### config.mk
export PLATFORM = sky130hd
export DESIGN_NAME = fetch_queue_flat
export DESIGN_NICKNAME = d
export VERILOG_FILES = /design/src/rtl/fetch_queue_if.sv /design/src/rtl/fetch_queue.sv /design/src/flat_wrapper.sv
export SDC_FILE = /design/constraint.sdc
export NUM_CORES = 1
export LEC_CHECK = 0
export ABC_AREA = 0
export BUFFER_PORTS_ARGS = -buffer_cell sky130_fd_sc_hd__buf_2
export CAP_MARGIN = 20
export CORE_ASPECT_RATIO = 0.6
export CORE_MARGIN = 2
export CORE_UTILIZATION = 60
export DETAILED_ROUTE_END_ITERATION = 10
export PLACE_DENSITY = 0.93
export SLEW_MARGIN = 20
export SYNTH_ARGS = -nofsm -noshare
export SYNTH_HDL_FRONTEND = slang
export SYNTH_SLANG_ARGS = --single-unit
export TNS_END_PERCENT = 5
### constraint.sdc
create_clock -name clk -period 5.92 [get_ports clk]
set_input_delay 0.592 -clock clk [delete_from_list [all_inputs] [get_ports clk]]
set_output_delay 0.592 -clock clk [all_outputs]
set_load 0.02 [all_outputs]
### src/rtl/fetch_queue_if.sv
// Fetch-to-memory/decode bundle: PC in, imem read port, decode handshake.
// slave = fetch stage, master = PC/memory/decode environment.
interface fetch_queue_if #(
  parameter int NBITS  = 8,
  parameter int DWIDTH = 32
);
  logic [NBITS-1:0]  pc;
  logic              pc_enable;
  logic              imem_rd;
  logic [NBITS-1:0]  imem_addr;
  logic [DWIDTH-1:0] imem_rdata;
  logic              flush;
  logic              instr_valid;
  logic              instr_ready;
  logic [DWIDTH-1:0] instr_data;
  logic [NBITS-1:0]  instr_pc;

  modport slave (
    input  pc,
    input  imem_rdata,
    input  flush,
    input  instr_ready,
    output pc_enable,
    output imem_rd,
    output imem_addr,
    output instr_valid,
    output instr_data,
    output instr_pc
  );

  modport master (
    output pc,
    output imem_rdata,
    output flush,
    output instr_ready,
    input  pc_enable,
    input  imem_rd,
    input  imem_addr,
    input  instr_valid,
    input  instr_data,
    input  instr_pc
  );
endinterface

### src/rtl/fetch_queue.sv
// Fetch stage: credit-limited imem issue, {instr,pc} FIFO toward decode.
// Ports: clk, reset (sync, high), bus (fetch_queue_if.slave). Option: FETCH_QUEUE_BYPASS_EN.
module fetch_queue #(
  parameter int NBITS  = 8,
  parameter int DWIDTH = 32,
  parameter int DEPTH  = 4
) (
  input  logic          clk,
  input  logic          reset,
  fetch_queue_if.slave  bus
);
  localparam int AW = $clog2(DEPTH);
  localparam int CW = AW + 1;

  logic [CW-1:0]     r_count;
  logic [AW-1:0]     r_wptr;
  logic [AW-1:0]     r_rptr;
  logic              r_inflight;
  logic [NBITS-1:0]  r_inflight_pc;
  logic [DWIDTH-1:0] r_data [DEPTH];
  logic [NBITS-1:0]  r_pc   [DEPTH];

  logic [CW-1:0] w_credit;
  logic          w_empty;
  logic          w_issue;
  logic          w_resp;
  logic          w_byp;
  logic          w_push;
  logic          w_pop;

  assign w_empty  = (r_count == '0);
  // queued + outstanding; at most DEPTH
  assign w_credit = r_count + CW'(r_inflight);
  assign w_issue  = !reset && !bus.flush
                  && (w_credit < CW'(DEPTH));
  assign w_resp   = r_inflight && !bus.flush;

`ifdef FETCH_QUEUE_BYPASS_EN
  assign w_byp = w_resp && w_empty;
`else
  assign w_byp = 1'b0;
`endif

  // a bypassed word taken by decode is never written
  assign w_pop  = !w_empty && bus.instr_ready;
  assign w_push = w_resp && !(w_byp && bus.instr_ready);

  assign bus.pc_enable   = w_issue;
  assign bus.imem_rd     = w_issue;
  assign bus.imem_addr   = bus.pc;
  assign bus.instr_valid = !w_empty || w_byp;

  always_comb begin
    bus.instr_data = '0;
    bus.instr_pc   = '0;
    if (!w_empty) begin
      bus.instr_data = r_data[r_rptr];
      bus.instr_pc   = r_pc[r_rptr];
    end
`ifdef FETCH_QUEUE_BYPASS_EN
    else if (w_byp) begin
      bus.instr_data = bus.imem_rdata;
      bus.instr_pc   = r_inflight_pc;
    end
`endif
  end

  always_ff @(posedge clk) begin
    if (reset) begin
      r_count       <= '0;
      r_wptr        <= '0;
      r_rptr        <= '0;
      r_inflight    <= 1'b0;
      r_inflight_pc <= '0;
    end else if (bus.flush) begin
      r_count    <= '0;
      r_wptr     <= '0;
      r_rptr     <= '0;
      r_inflight <= 1'b0;
    end else begin
      r_inflight <= w_issue;
      if (w_issue)
        r_inflight_pc <= bus.pc;
      if (w_push)
        r_wptr <= r_wptr + AW'(1);
      if (w_pop)
        r_rptr <= r_rptr + AW'(1);
      unique case ({w_push, w_pop})
        2'b10:   r_count <= r_count + CW'(1);
        2'b01:   r_count <= r_count - CW'(1);
        default: r_count <= r_count;
      endcase
    end
  end

  always_ff @(posedge clk) begin
    if (!reset && w_push) begin
      r_data[r_wptr] <= bus.imem_rdata;
      r_pc[r_wptr]   <= r_inflight_pc;
    end
  end

  a_no_overflow: assert property (
    @(posedge clk) disable iff (reset)
      !(w_push && r_count == CW'(DEPTH)));

endmodule

### src/flat_wrapper.sv
// flat-port wrapper written by rule: the top's interface ports become plain ports
module fetch_queue_flat 
#(
  parameter int NBITS  = 8,
  parameter int DWIDTH = 32,
  parameter int DEPTH  = 4
)
  (clk, reset, bus_pc, bus_imem_rdata, bus_flush, bus_instr_ready, bus_pc_enable, bus_imem_rd, bus_imem_addr, bus_instr_valid, bus_instr_data, bus_instr_pc);
  fetch_queue_if #(.NBITS(NBITS), .DWIDTH(DWIDTH)) bus_i ();
  input  logic clk;
  input  logic reset;
  input wire logic [$bits(bus_i.pc)-1:0] bus_pc;
  input wire logic [$bits(bus_i.imem_rdata)-1:0] bus_imem_rdata;
  input wire logic [$bits(bus_i.flush)-1:0] bus_flush;
  input wire logic [$bits(bus_i.instr_ready)-1:0] bus_instr_ready;
  output wire logic [$bits(bus_i.pc_enable)-1:0] bus_pc_enable;
  output wire logic [$bits(bus_i.imem_rd)-1:0] bus_imem_rd;
  output wire logic [$bits(bus_i.imem_addr)-1:0] bus_imem_addr;
  output wire logic [$bits(bus_i.instr_valid)-1:0] bus_instr_valid;
  output wire logic [$bits(bus_i.instr_data)-1:0] bus_instr_data;
  output wire logic [$bits(bus_i.instr_pc)-1:0] bus_instr_pc;
  assign bus_i.pc = bus_pc;
  assign bus_i.imem_rdata = bus_imem_rdata;
  assign bus_i.flush = bus_flush;
  assign bus_i.instr_ready = bus_instr_ready;
  assign bus_pc_enable = bus_i.pc_enable;
  assign bus_imem_rd = bus_i.imem_rd;
  assign bus_imem_addr = bus_i.imem_addr;
  assign bus_instr_valid = bus_i.instr_valid;
  assign bus_instr_data = bus_i.instr_data;
  assign bus_instr_pc = bus_i.instr_pc;
  fetch_queue #(.NBITS(NBITS), .DWIDTH(DWIDTH), .DEPTH(DEPTH)) u_core (.clk(clk), .reset(reset), .bus(bus_i));
endmodule
Word-level counts from Yosys, hierarchy flattened
Memory sizes are Yosys's and may differ from the RTL's. A register that Yosys moved wholly into a read port is not among the register bits.
Cells that the tools add are included.
{ "totals": {"register_bits": 16, "ram_bits": 160, "input_bits": 44, "out_inout_bits": 51, "elab_cells": 37, "memories": 2} }
{ "memory_table": {"columns": ["memory", "depth", "width", "read_ports", "rd_ports_with_merged_regs", "wr", "line", "text"], "rows": [
  ["u_core.r_data", 4, 32, 1, 1, 1, "fetch_queue.sv:20", "logic [DWIDTH-1:0] r_data [DEPTH];"],
  ["u_core.r_pc", 4, 8, 1, 1, 1, "fetch_queue.sv:21", "logic [NBITS-1:0] r_pc [DEPTH];"]
]} }
{ "classes": {"n_addsub": 5, "order_cmp": 1, "n_eq_ne": 2, "mux": 9, "n_bitwise": 1, "reduce_logical": 12} }
{ "op_table": {"columns": ["cell", "count"], "rows": [
  ["2-to-1 mux 32 bit", 1],
  ["2-to-1 mux 2 bit", 4],
  ["2-to-1 mux 8 bit", 1],
  ["case mux 3 bit (2 select lines)", 1],
  ["logical AND 1 bit", 5],
  ["adder 2 x 1 -> 2 bit (second input constant)", 2],
  ["adder 3 x 1 -> 3 bit", 1],
  ["adder 3 x 1 -> 3 bit (second input constant)", 1],
  ["logical NOT 1 bit", 3],
  ["logical NOT 3 bit", 1],
  ["< comparator 3 bit (second input constant)", 1],
  ["subtractor 3 x 1 -> 3 bit (second input constant)", 1],
  ["== test 2 x 1 -> 1 bit (second input constant)", 1],
  ["== test 2 bit (second input constant)", 1],
  ["2-to-1 mux 1 bit", 2],
  ["AND reduction 2 bit", 1],
  ["nonzero test 2 bit", 1],
  ["OR reduction 2 bit", 1],
  ["inverter 1 bit", 1]
]} }

Depth between registers and ports, before layout
Gate-level depths: netlist of the first run.
{ "depth": {"ltp_word": 5, "depth_mapped": 8, "ltp_nobuf": 8} }

Least setup slack after synthesis of the first run
OpenSTA, ideal clock, no wires.
{ "synth_timing": {"path_kind": "input -> register", "from": "input port reset", "to": "memory u_core.r_data[0][0], enable pin", "setup_ps": 401, "arrival_ps": 1941, "t_required_ps": 5519, "path_slack_ps": 3578, "stages": 3, "path_buffers": 1, "cell_sequence": "clkbuf_1 -> nor2_1 -> and2_1"} }
{ "synth_via": {"elab_chain_cells": 4} }
{ "synth_rtl": {"columns": ["item", "line", "text"], "rows": [
  ["start: declaration", "flat_wrapper.sv:11", "input logic reset;"],
  ["logical NOT 1 bit", "fetch_queue.sv:97", "if (!reset && w_push) begin"],
  ["logical AND 1 bit", "fetch_queue.sv:97", null],
  ["2-to-1 mux 1 bit", "fetch_queue.sv:97", null],
  ["2-to-1 mux 1 bit (implied by the code)", "fetch_queue.sv:98", "r_data[r_wptr] <= bus.imem_rdata;"],
  ["end: declaration", "fetch_queue.sv:20", null]
]} }
No other way between the ends.

==> qor.csv, run 1 <==
stage;metric;value;unit
timing;fin crit share;52.8;%
synthesis;Syn. warnings;0;
synthesis;Synth Cell Area;6930;µm²
worst_setup_path;Critical Path RT;5330;ps
global_route;GR Overflow Total;0;
routing;max layer used;met5;
timing;final setup vio count;0;
floorplanning;Die W;143;µm
synthesis;register area share after synthesis;74.5;%
pwr;pwr dens;315;nW/µm²
timing;crit path time final;3120;ps
synthesis;top-area cell type share of the netlist area;69.3;%
synthesis;Syn Inst Count;345;
pwr;power consumption;2.55;mW
global_route;initial antenna violation count;3;
routing;routed length per instance;20.4;µm
timing;final hold slack;385;ps
pwr;maximum VDD drop;260;µV
finish;commonest non-fill, non-tap cell in the layout;edfxtp_1;
timing;Slew HR;26.9;%
routing;Vias;3381;
placement;HPWL after DPL;7370;µm
floorplanning;Die ar.;12500;µm²
routing;final wirelength;12100;µm
global_route;largest net degree at the start of global routing;41;
synthesis;#FFs+latches synth;178;
timing;Slew @ Worst Pin;1100;ps
cts;clock tree root driver cell;clkbuf_16;
timing;RSZ-0062 raised after global routing;no;
cts;sinks on the clock net;178;
routing;M1 WL;5240;µm
worst_setup_path;WP data arrival;2530;ps
global_route;All-Layer GR Usage;21.0;%
synthesis;average cell area after synthesis;20.1;µm²
floorplanning;Ports;95;
finish;Fill cells;690;
cts;Hold Buf Count CTS;0;
worst_setup_path;crit start category;register;
finish;fin util;71.8;%
synthesis;ranking of synthesized cells by area;edfxtp_1, mux4_2, dfxtp_1, nor2b_1, mux2_2;
routing;1st-pass router iterations;4;
global_route;vias in the first global route;3454;
worst_setup_path;Worst setup EP type;output port;
finish;final non-filler cell total;596;
cts;clock buffer depth;2;
floorplanning;Initial Util;61.5;%
placement;routability congestion estimate;0.693;
finish;layout cells sized above 1;41.0;%
job;number of max-cap violations;0;
placement;placed cells;561;
timing;Final Max Slew Viols;0;
cts;TritonCTS clock tree;built;
routing;Via density;5.67;
timing;Total Negative Setup Slacks;0;ps
worst_hold_path;worst min path class;input pin to register;
finish;Layout area overhead;16.7;%
routing;initial drt markers;255;
cts;depth of the CTS H-tree;4;
synthesis;Synth area leader;edfxtp_1;
synthesis;Yosys cell types;28;
outcome;status;complete, no violations;
routing;DRC violations left;0;
cts;CTS resizes;0;
global_route;first-pass GRT wire length;18700;µm
finish;NumNets Final;488;
cts;CTS clk-pin slew, worst paths;70;ps
finish;commonest cells after routing, fill and taps aside;edfxtp_1, buf_2, nor2b_1, mux4_2, clkbuf_16;
cts;post-CTS setup buffer count;0;
synthesis;syn_nets;395;
routing;met2 WL;5920;µm
placement;port bufs;94;
timing;final hold viol count;0;
pwr;LEAKAGE;2.82;nW
worst_setup_path;worst setup path category;register to output port;
floorplanning;Die H;87.2;µm
timing;Fmax;320;MHz
timing;Clock Skew;12.4;ps
floorplanning;Rows;30;
worst_setup_path;Worst Path Max Fanout;30;
routing;Detail Route Antenna Nets;0;
cts;clk_lat worst skew;420;ps
cts;cts bufs inserted;17;
routing;met3 WL post-DR;829;µm
floorplanning;Core Area;11300;µm²
final timing paths:
kind | start | to | slack (ps) | depth (start not counted)
worst max-delay path | register | bus_instr_data[2] | 2800 | 4
worst min-delay path | bus_imem_rdata[16] | u_core.r_data[0][16]$_DFFE_PP_ | 390 | 1
worst max register to register | u_core.r_count[0]$_SDFFE_PP0P_ | u_core.r_count[2]$_SDFFE_PP0P_ | 3880 | 8
worst min register to register | u_core.r_inflight_pc[4]$_SDFFE_PP0P_ | u_core.r_pc[1][4]$_DFFE_PP_ | 510 | 0
report_power, final:
part           total, mW  switching [mW]  internal, mW
Clock               1.08           0.483         0.593
Sequential          1.39         0.00834          1.38
Combinational     0.0841          0.0483        0.0358
Total               2.55           0.539          2.01
synth_stat cells:
cell type / count
edfxtp_1: 160
nor2b_1: 48
mux4_2: 40
dfxtp_1: 18
nor2_1: 10
buf_4: 9
inv_1: 9
mux2_2: 8
clkbuf_1: 7
ha_1: 5
and2_1: 4
buf_1: 4
buf_6: 4
xor2_1: 4
a21oi_1: 2
a31oi_1: 1
and4_1: 1
fa_1: 1
mux2i_1: 1
nand2b_1: 1
nor3_1: 1
o21ai_0: 1
o21ai_4: 1
o311ai_0: 1
o31ai_1: 1
or2_2: 1
or3_1: 1
xnor2_1: 1
registers in the layout (all words and copies together), names as in the netlist, named ones only:
signal,cells
u_core.r_count,3
u_core.r_data,128
u_core.r_inflight,1
u_core.r_inflight_pc,8
u_core.r_pc,32
u_core.r_rptr,2
u_core.r_wptr,2
cell families (layout without fill, tap and decap cells):
group	count (synthesis)	in the layout	share of synthesized area, %
compound gates	7	7	0.777
buf+inv	33	139	2.71
xor+xnor	5	5	0.632
flops	178	178	74.5
fa+ha+maj	6	6	1.19
simple gates	67	67	5.71
mux	49	49	14.4
other cells	0	1	0
per-stage QoR:
| stage | cell area, µm² | worst slack, ps |
|---|---|---|
| 5_1_grt | 8090 | 2580 |
| 6_report | 8090 | 2800 |
| 2_1_floorplan | 6930 | 3580 |
| 3_3_place_gp | 7450 | 3190 |
| 4_1_cts | 8030 | 2710 |
| 3_5_place_dp | 7460 | 3170 |
worst max-delay path, stage by stage (launching register included):
cell     delay (ps)
dfxtp_2         570
buf_4           570
mux4_2          610
nor2b_1         150
buf_2           190
layout make-up:
type	count	area, µm²	share of cell area [%]
Tap cell	144	180	2.23
Clock inverter	15	148	1.83
Inverter	9	33.8	0.418
Timing Repair Buffer	98	533	6.59
Multi-Input combinational cell	134	1600	19.7
Clock buffer	17	425	5.26
Antenna cell	1	2.50	0.0310
Sequential cell	178	5170	63.9
per-layer routing:
| layer | vias up | track usage (%) |
|---|---|---|
| li1 | 1530 | - |
| met1 | 1725 | 29.3 |
| met2 | 110 | 33.2 |
| met3 | 14 | 4.89 |
| met4 | 2 | 8.19 |
| met5 | - | 0 |
No activity file was read; power rests on OpenSTA's default activity.
==> inputs of run 2 (changes only) <==
- CORE_UTILIZATION: 60 -> 57
- PLACE_DENSITY: 0.93 -> 0.89
- clock period: 5.92 -> 2.9 ns (I/O delays scaled with it)
==> qor.csv, run 2 (synthesis results as in run 1) <==
stage;metric;value;unit;change
timing;final hold viol count;0;;unchanged
routing;Vias;3417;;was 3381
cts;post-CTS setup buffer count;0;;unchanged
finish;layout cells sized above 1;42.0;%;was 41.0%
timing;final setup vio count;0;;unchanged
outcome;status;complete, no violations;;unchanged
routing;final wirelength;12400;µm;was 12100 µm
floorplanning;Die H;89.4;µm;was 87.2 µm
global_route;GR Overflow Total;0;;unchanged
timing;fin crit share;84.1;%;
cts;clock tree root driver cell;clkbuf_16;;unchanged
global_route;first-pass GRT wire length;19100;µm;was 18700 µm
cts;CTS clk-pin slew, worst paths;70;ps;about the same
pwr;power consumption;5.23;mW;was 2.55 mW
routing;1st-pass router iterations;6;;was 4
timing;Total Negative Setup Slacks;0;ps;unchanged
finish;Most flops, register;u_core.r_data;;unchanged
pwr;pwr dens;640;nW/µm²;was 315 nW/µm²
cts;clock buffer depth;2;;unchanged
pwr;maximum VDD drop;508;µV;was 260 µV
global_route;All-Layer GR Usage;20.2;%;was 21.0%
global_route;largest net degree at the start of global routing;30;;was 41
finish;Largest register FFs;128;;unchanged
placement;port bufs;94;;unchanged
cts;Hold Buf Count CTS;0;;unchanged
placement;area of placed instances;7600;µm²;was 7460 µm²
worst_setup_path;WP data arrival;2150;ps;was 2530 ps
pwr;Seq pwr share;54.2;%;was 54.5%
pwr;combinational fraction of design power;3.3;%;about the same
timing;RSZ-0062 raised after global routing;no;;unchanged
floorplanning;Initial Util;58.0;%;was 61.5%
worst_setup_path;Critical Path RT;2610;ps;was 5330 ps
pwr;LEAKAGE;2.84;nW;was 2.82 nW
timing;crit path time final;2440;ps;
finish;Regs by FF count;u_core.r_data (128), u_core.r_pc (32), u_core.r_inflight_pc (8);;unchanged
floorplanning;Core Area;11900;µm²;was 11300 µm²
pwr;P_int;4.10;mW;was 2.01 mW
finish;post-route cell area;8180;µm²;was 8090 µm²
global_route;vias in the first global route;3441;;was 3454
cts;sinks on the clock net;178;;unchanged
floorplanning;Ports;95;;unchanged
placement;pre-CTS setup slack;903;ps;was 3170 ps
cts;cts bufs inserted;17;;unchanged
global_route;initial antenna violation count;0;;was 3
finish;Layout area overhead;18.0;%;was 16.7%
cts;clk_lat worst skew;430;ps;was 420 ps
floorplanning;Die W;146;µm;was 143 µm
finish;NumNets Final;492;;was 488
routing;Via density;5.51;;was 5.67
placement;HPWL after DPL;7620;µm;was 7370 µm
cts;TritonCTS clock tree;built;;unchanged
worst_setup_path;crit start category;register;;unchanged
finish;commonest non-fill, non-tap cell in the layout;edfxtp_1;;unchanged
timing;Slew @ Worst Pin;644;ps;was 1100 ps
routing;Detail Route Antenna Nets;0;;unchanged
worst_hold_path;worst min path class;input pin to register;;unchanged
pwr;Clk pwr share;42.5;%;was 42.2%
routing;initial drt markers;275;;was 255
finish;diode count;0;;was 1
placement;routability congestion estimate;0.681;;was 0.693
timing;Final WS setup;462;ps;was 2800 ps
cts;depth of the CTS H-tree;4;;unchanged
cts;CTS resizes;0;;unchanged
timing;Slew HR;56.8;%;was 26.9%
floorplanning;Rows;31;;was 30
pwr;Sw Ratio;21.6;%;was 21.2%
job;number of max-cap violations;0;;unchanged
timing;Fmax;410;MHz;
routing;DRC violations left;0;;unchanged
worst_setup_path;worst setup path category;register to output port;;unchanged
routing;routed length per instance;19.9;µm;was 20.4 µm
timing;Final Max Slew Viols;0;;unchanged
pwr;Psw;1.13;mW;was 539 µW
timing;Clock Skew;6.05;ps;was 12.4 ps
worst_setup_path;Worst setup EP type;output port;;unchanged
finish;commonest cells after routing, fill and taps aside;edfxtp_1, buf_2, nor2b_1, mux4_2, clkbuf_16;;unchanged
floorplanning;Die ar.;13100;µm²;was 12500 µm²
worst_setup_path;Worst Path Max Fanout;29;;was 30
run 2: worst max-delay path, cell delays in order, from the launching register on:
cell and delay [ps]:
dfxtp_4 520, buf_12 290, mux4_2 550, nor2b_1 170, buf_2 170
run 2: through the flow:
stage / util (%) / hold WS (ps) / cells
final: 68.4 / 80.2 / 620
after global routing: 68.4 / 72.4 / 620
after CTS: 68.4 / 62.8 / 620
after detailed placement: 63.6 / 494 / 588
after global placement: 63.6 / 468 / 588
after floorplan: - / 389 / 345
run 2: cell type report:
class                   instances  area [µm²]
multi-input cells             134        1590
fillers                       788        3770
clock buffers                  17         425
flip-flops and latches        178        5170
repair buffers                102         606
clock inverters                15         148
well taps                     165         206
inverters                       9        33.8
run 2: per-layer routing:
metal  global-route usage [%]  wire length [µm]
met5                        0                 0
met4                     7.06               172
met3                     5.82               882
met2                     32.5              6070
met1                     27.3              5230
run 2: path summary, 6_finish.rpt:
kind,startpoint,to,slack [ps],depth (start not counted)
setup reg to reg,u_core.r_count[0]$_SDFFE_PP0P_,u_core.r_count[2]$_SDFFE_PP0P_,940,8
hold reg to reg,u_core.r_inflight_pc[1]$_SDFFE_PP0P_,u_core.r_pc[3][1]$_DFFE_PP_,510,0
setup / recovery,register,bus_instr_data[14],460,4
hold / removal,bus_imem_rdata[7],u_core.r_data[0][7]$_DFFE_PP_,80,1
run 2: power groups by stage:
stage               Combinational [mW]  Sequential (mW)  Clock, mW
floorplan                       0.0989             2.88          0
global placement                 0.167             2.89          0
detailed placement               0.174             2.89          0
CTS                              0.176             2.83       2.26
global route                     0.189             2.83       2.37
finish                           0.174             2.83       2.22
==> inputs of run 3 (changes only) <==
- ABC_AREA: 0 -> 1
- clock period: 2.9 -> 2.3 ns (I/O delays scaled with it)
==> qor.csv, run 3 <==
stage;metric;value;unit;change
routing;1st-pass router iterations;5;;was 6
synthesis;ranking of synthesized cells by area;edfxtp_1, nor2_1, dfxtp_1, o21ai_0, a21oi_1;;was edfxtp_1, mux4_2, dfxtp_1, nor2b_1, mux2_2
routing;initial drt markers;305;;was 275
cts;CTS clk-pin slew, worst paths;60;ps;was 70 ps
synthesis;syn_nets;665;;was 395
floorplanning;Rows;31;;unchanged
pwr;LEAKAGE;3.22;nW;was 2.84 nW
finish;layout cells sized above 1;21.2;%;was 42.0%
routing;Via density;5.51;;about the same
timing;Clock Skew;9.04;ps;was 6.05 ps
synthesis;Synth area leader;edfxtp_1;;unchanged
worst_setup_path;Worst Path Max Fanout;40;;was 29
timing;final hold viol count;0;;unchanged
finish;fin util;69.0;%;was 68.4%
timing;crit path time final;2180;ps;
finish;Layout area overhead;16.9;%;was 18.0%
cts;clock tree root driver cell;clkbuf_16;;unchanged
finish;Most flops, register;u_core.r_data;;unchanged
timing;final hold slack;20.5;ps;was 80.2 ps
synthesis;Synth Cell Area;7190;µm²;was 6930 µm²
cts;depth of the CTS H-tree;4;;unchanged
cts;cts bufs inserted;17;;unchanged
worst_setup_path;crit start category;register;;unchanged
floorplanning;Ports;95;;unchanged
timing;Fmax;459;MHz;
global_route;M3 GR Usage;5.53;%;was 5.82%
timing;final setup vio count;0;;unchanged
synthesis;top_reg_cell synth;edfxtp_1;;unchanged
global_route;largest net degree at the start of global routing;51;;was 30
routing;final wirelength;15400;µm;was 12400 µm
global_route;first-pass GRT wire length;24200;µm;was 19100 µm
worst_setup_path;Worst setup EP type;output port;;unchanged
worst_hold_path;worst min path class;input pin to register;;unchanged
routing;Detail Route Antenna Nets;0;;unchanged
cts;TritonCTS clock tree;built;;unchanged
timing;Slew HR;46.5;%;was 56.8%
finish;commonest non-fill, non-tap cell in the layout;nor2_1;;was edfxtp_1
worst_setup_path;WP data arrival;1950;ps;was 2150 ps
floorplanning;Die H;91.0;µm;was 89.4 µm
floorplanning;Die ar.;13600;µm²;was 13100 µm²
finish;commonest cells after routing, fill and taps aside;nor2_1, edfxtp_1, buf_2, o21ai_0, a21oi_1;;was edfxtp_1, buf_2, nor2b_1, mux4_2, clkbuf_16
timing;Final Max Slew Viols;0;;unchanged
synthesis;Syn. warnings;0;;unchanged
synthesis;most common cell in the synthesized netlist;nor2_1;;was edfxtp_1
timing;fin crit share;94.7;%;
job;number of max-cap violations;0;;unchanged
synthesis;Synth top cells by count;nor2_1, edfxtp_1, o21ai_0;;was edfxtp_1, nor2b_1, mux4_2
placement;routability congestion estimate;0.817;;was 0.681
global_route;met2 track demand over resource;39.6;%;was 32.5%
global_route;All-Layer GR Usage;23.7;%;was 20.2%
synthesis;Syn Inst Count;615;;was 345
finish;post-route cell area;8400;µm²;was 8180 µm²
synthesis;Post-synth EDFFs;160;;unchanged
timing;RSZ-0062 raised after global routing;yes;;was no
synthesis;Yosys cell types;25;;was 28
global_route;gr busiest metal;met2;;unchanged
floorplanning;Core Area;12200;µm²;was 11900 µm²
placement;area of placed instances;7810;µm²;was 7600 µm²
finish;Largest register FFs;128;;unchanged
global_route;initial antenna violation count;1;;was 0
outcome;status;complete, no violations;;unchanged
routing;routed length per instance;17.5;µm;was 19.9 µm
floorplanning;Initial Util;59.0;%;was 58.0%
cts;sinks on the clock net;178;;unchanged
synthesis;average cell area after synthesis;11.7;µm²;was 20.1 µm²
pwr;pwr dens;794;nW/µm²;was 640 nW/µm²
timing;Slew @ Worst Pin;802;ps;was 644 ps
cts;clk_lat worst skew;420;ps;was 430 ps
pwr;maximum VDD drop;594;µV;was 508 µV
synthesis;top-area cell type share of the netlist area;66.9;%;was 69.3%
cts;Hold Buf Count CTS;0;;unchanged
synthesis;#FFs+latches synth;178;;unchanged
finish;Regs by FF count;u_core.r_data (128), u_core.r_pc (32), u_core.r_inflight_pc (8);;unchanged
finish;NumNets Final;750;;was 492
global_route;GR Overflow Total;0;;unchanged
worst_setup_path;Critical Path RT;2070;ps;was 2610 ps
synthesis;asr flop ratio synth;0;%;unchanged
placement;HPWL after DPL;9040;µm;was 7620 µm
floorplanning;Die W;149;µm;was 146 µm
routing;Vias;4839;;was 3417
placement;port bufs;94;;unchanged
global_route;met1 Use GR;30.2;%;was 27.3%
routing;DRC violations left;0;;unchanged
global_route;vias in the first global route;4926;;was 3441
worst_setup_path;worst setup path category;register to output port;;unchanged
synthesis;register area share after synthesis;71.9;%;was 74.5%
cts;clock buffer depth;2;;unchanged
[run 3: changes by cell type in the layout (fill, tap and decap cells not counted), moves of 22 or more]
cell	delta
a21oi_1	+44
inv_1	+33
mux4_2	-40
nand2_1	+22
nor2_1	+161
nor2b_1	-48
o21ai_0	+61
o21ai_1	+24
[run 3: final timing paths]
check | end | from | slack [ps] | cells after the start
worst max-delay path | bus_instr_data[12] | register | 120 | 5
worst min-delay path | u_core.r_data[0][15]$_DFFE_PP_ | bus_imem_rdata[15] | 20 | 1
worst max register to register | u_core.r_count[2]$_SDFFE_PP0P_ | u_core.r_count[0]$_SDFFE_PP0P_ | 360 | 11
worst min register to register | register | u_core.r_rptr[1]$_SDFFE_PP0N_ | 500 | 2
[run 3: metrics by stage]
stage	setup slack (ps)	power [mW]	instances	setup TNS (ps)
after floorplan	-595	3.83	615	-95240
after global placement	500	3.95	846	0
after detailed placement	392	3.97	846	0
after CTS	39.3	6.70	877	0
after global routing	-24.0	6.87	877	-24.0
final	122	6.67	879	0
[run 3: report_power, final]
part	switching (mW)	internal, mW
clock	1.18	1.59
sequential	0.0227	3.55
combinational	0.220	0.104
[run 3: area by class of cell]
type / instances / area [µm²]
Sequential cell: 178 / 5170
Fill cell: 823 / 3780
Multi-Input combinational cell: 352 / 1650
Timing Repair Buffer: 106 / 631
Clock buffer: 17 / 425
Tap cell: 165 / 206
Inverter: 45 / 169
Clock inverter: 14 / 141
Antenna cell: 2 / 5.00
[run 3: per-layer routing]
| metal | wire (µm) | vias up |
|---|---|---|
| met4 | 221 | 0 |
| met3 | 1100 | 19 |
| met2 | 7640 | 186 |
| li1 | - | 2278 |
| met1 | 6390 | 2356 |
| met5 | 0 | - |
[run 3: cells by family after synthesis]
kind of cell	synth area share, %
compound gates	9.37
xor+xnor	0.122
fa+ha+maj	1.15
buf+inv	5.64
flops	71.9
simple gates	11.9
[run 3: repair_timing]
| item | in CTS | in global routing |
|---|---|---|
| pin swaps | 0 | 0 |
| gates resized for setup | 1 | 3 |
| setup endpoints to repair | 1 | 4 |
| setup buffers | 0 | 0 |
| endpoints found under the hold margin | 0 | 0 |
[run 3: critical path, cell delays in order (launching register included)]
cell and delay (ps):
dfxtp_2 320, inv_2 580, nor2_1 170, o21ai_0 150, a21oi_1 120, buf_2 170
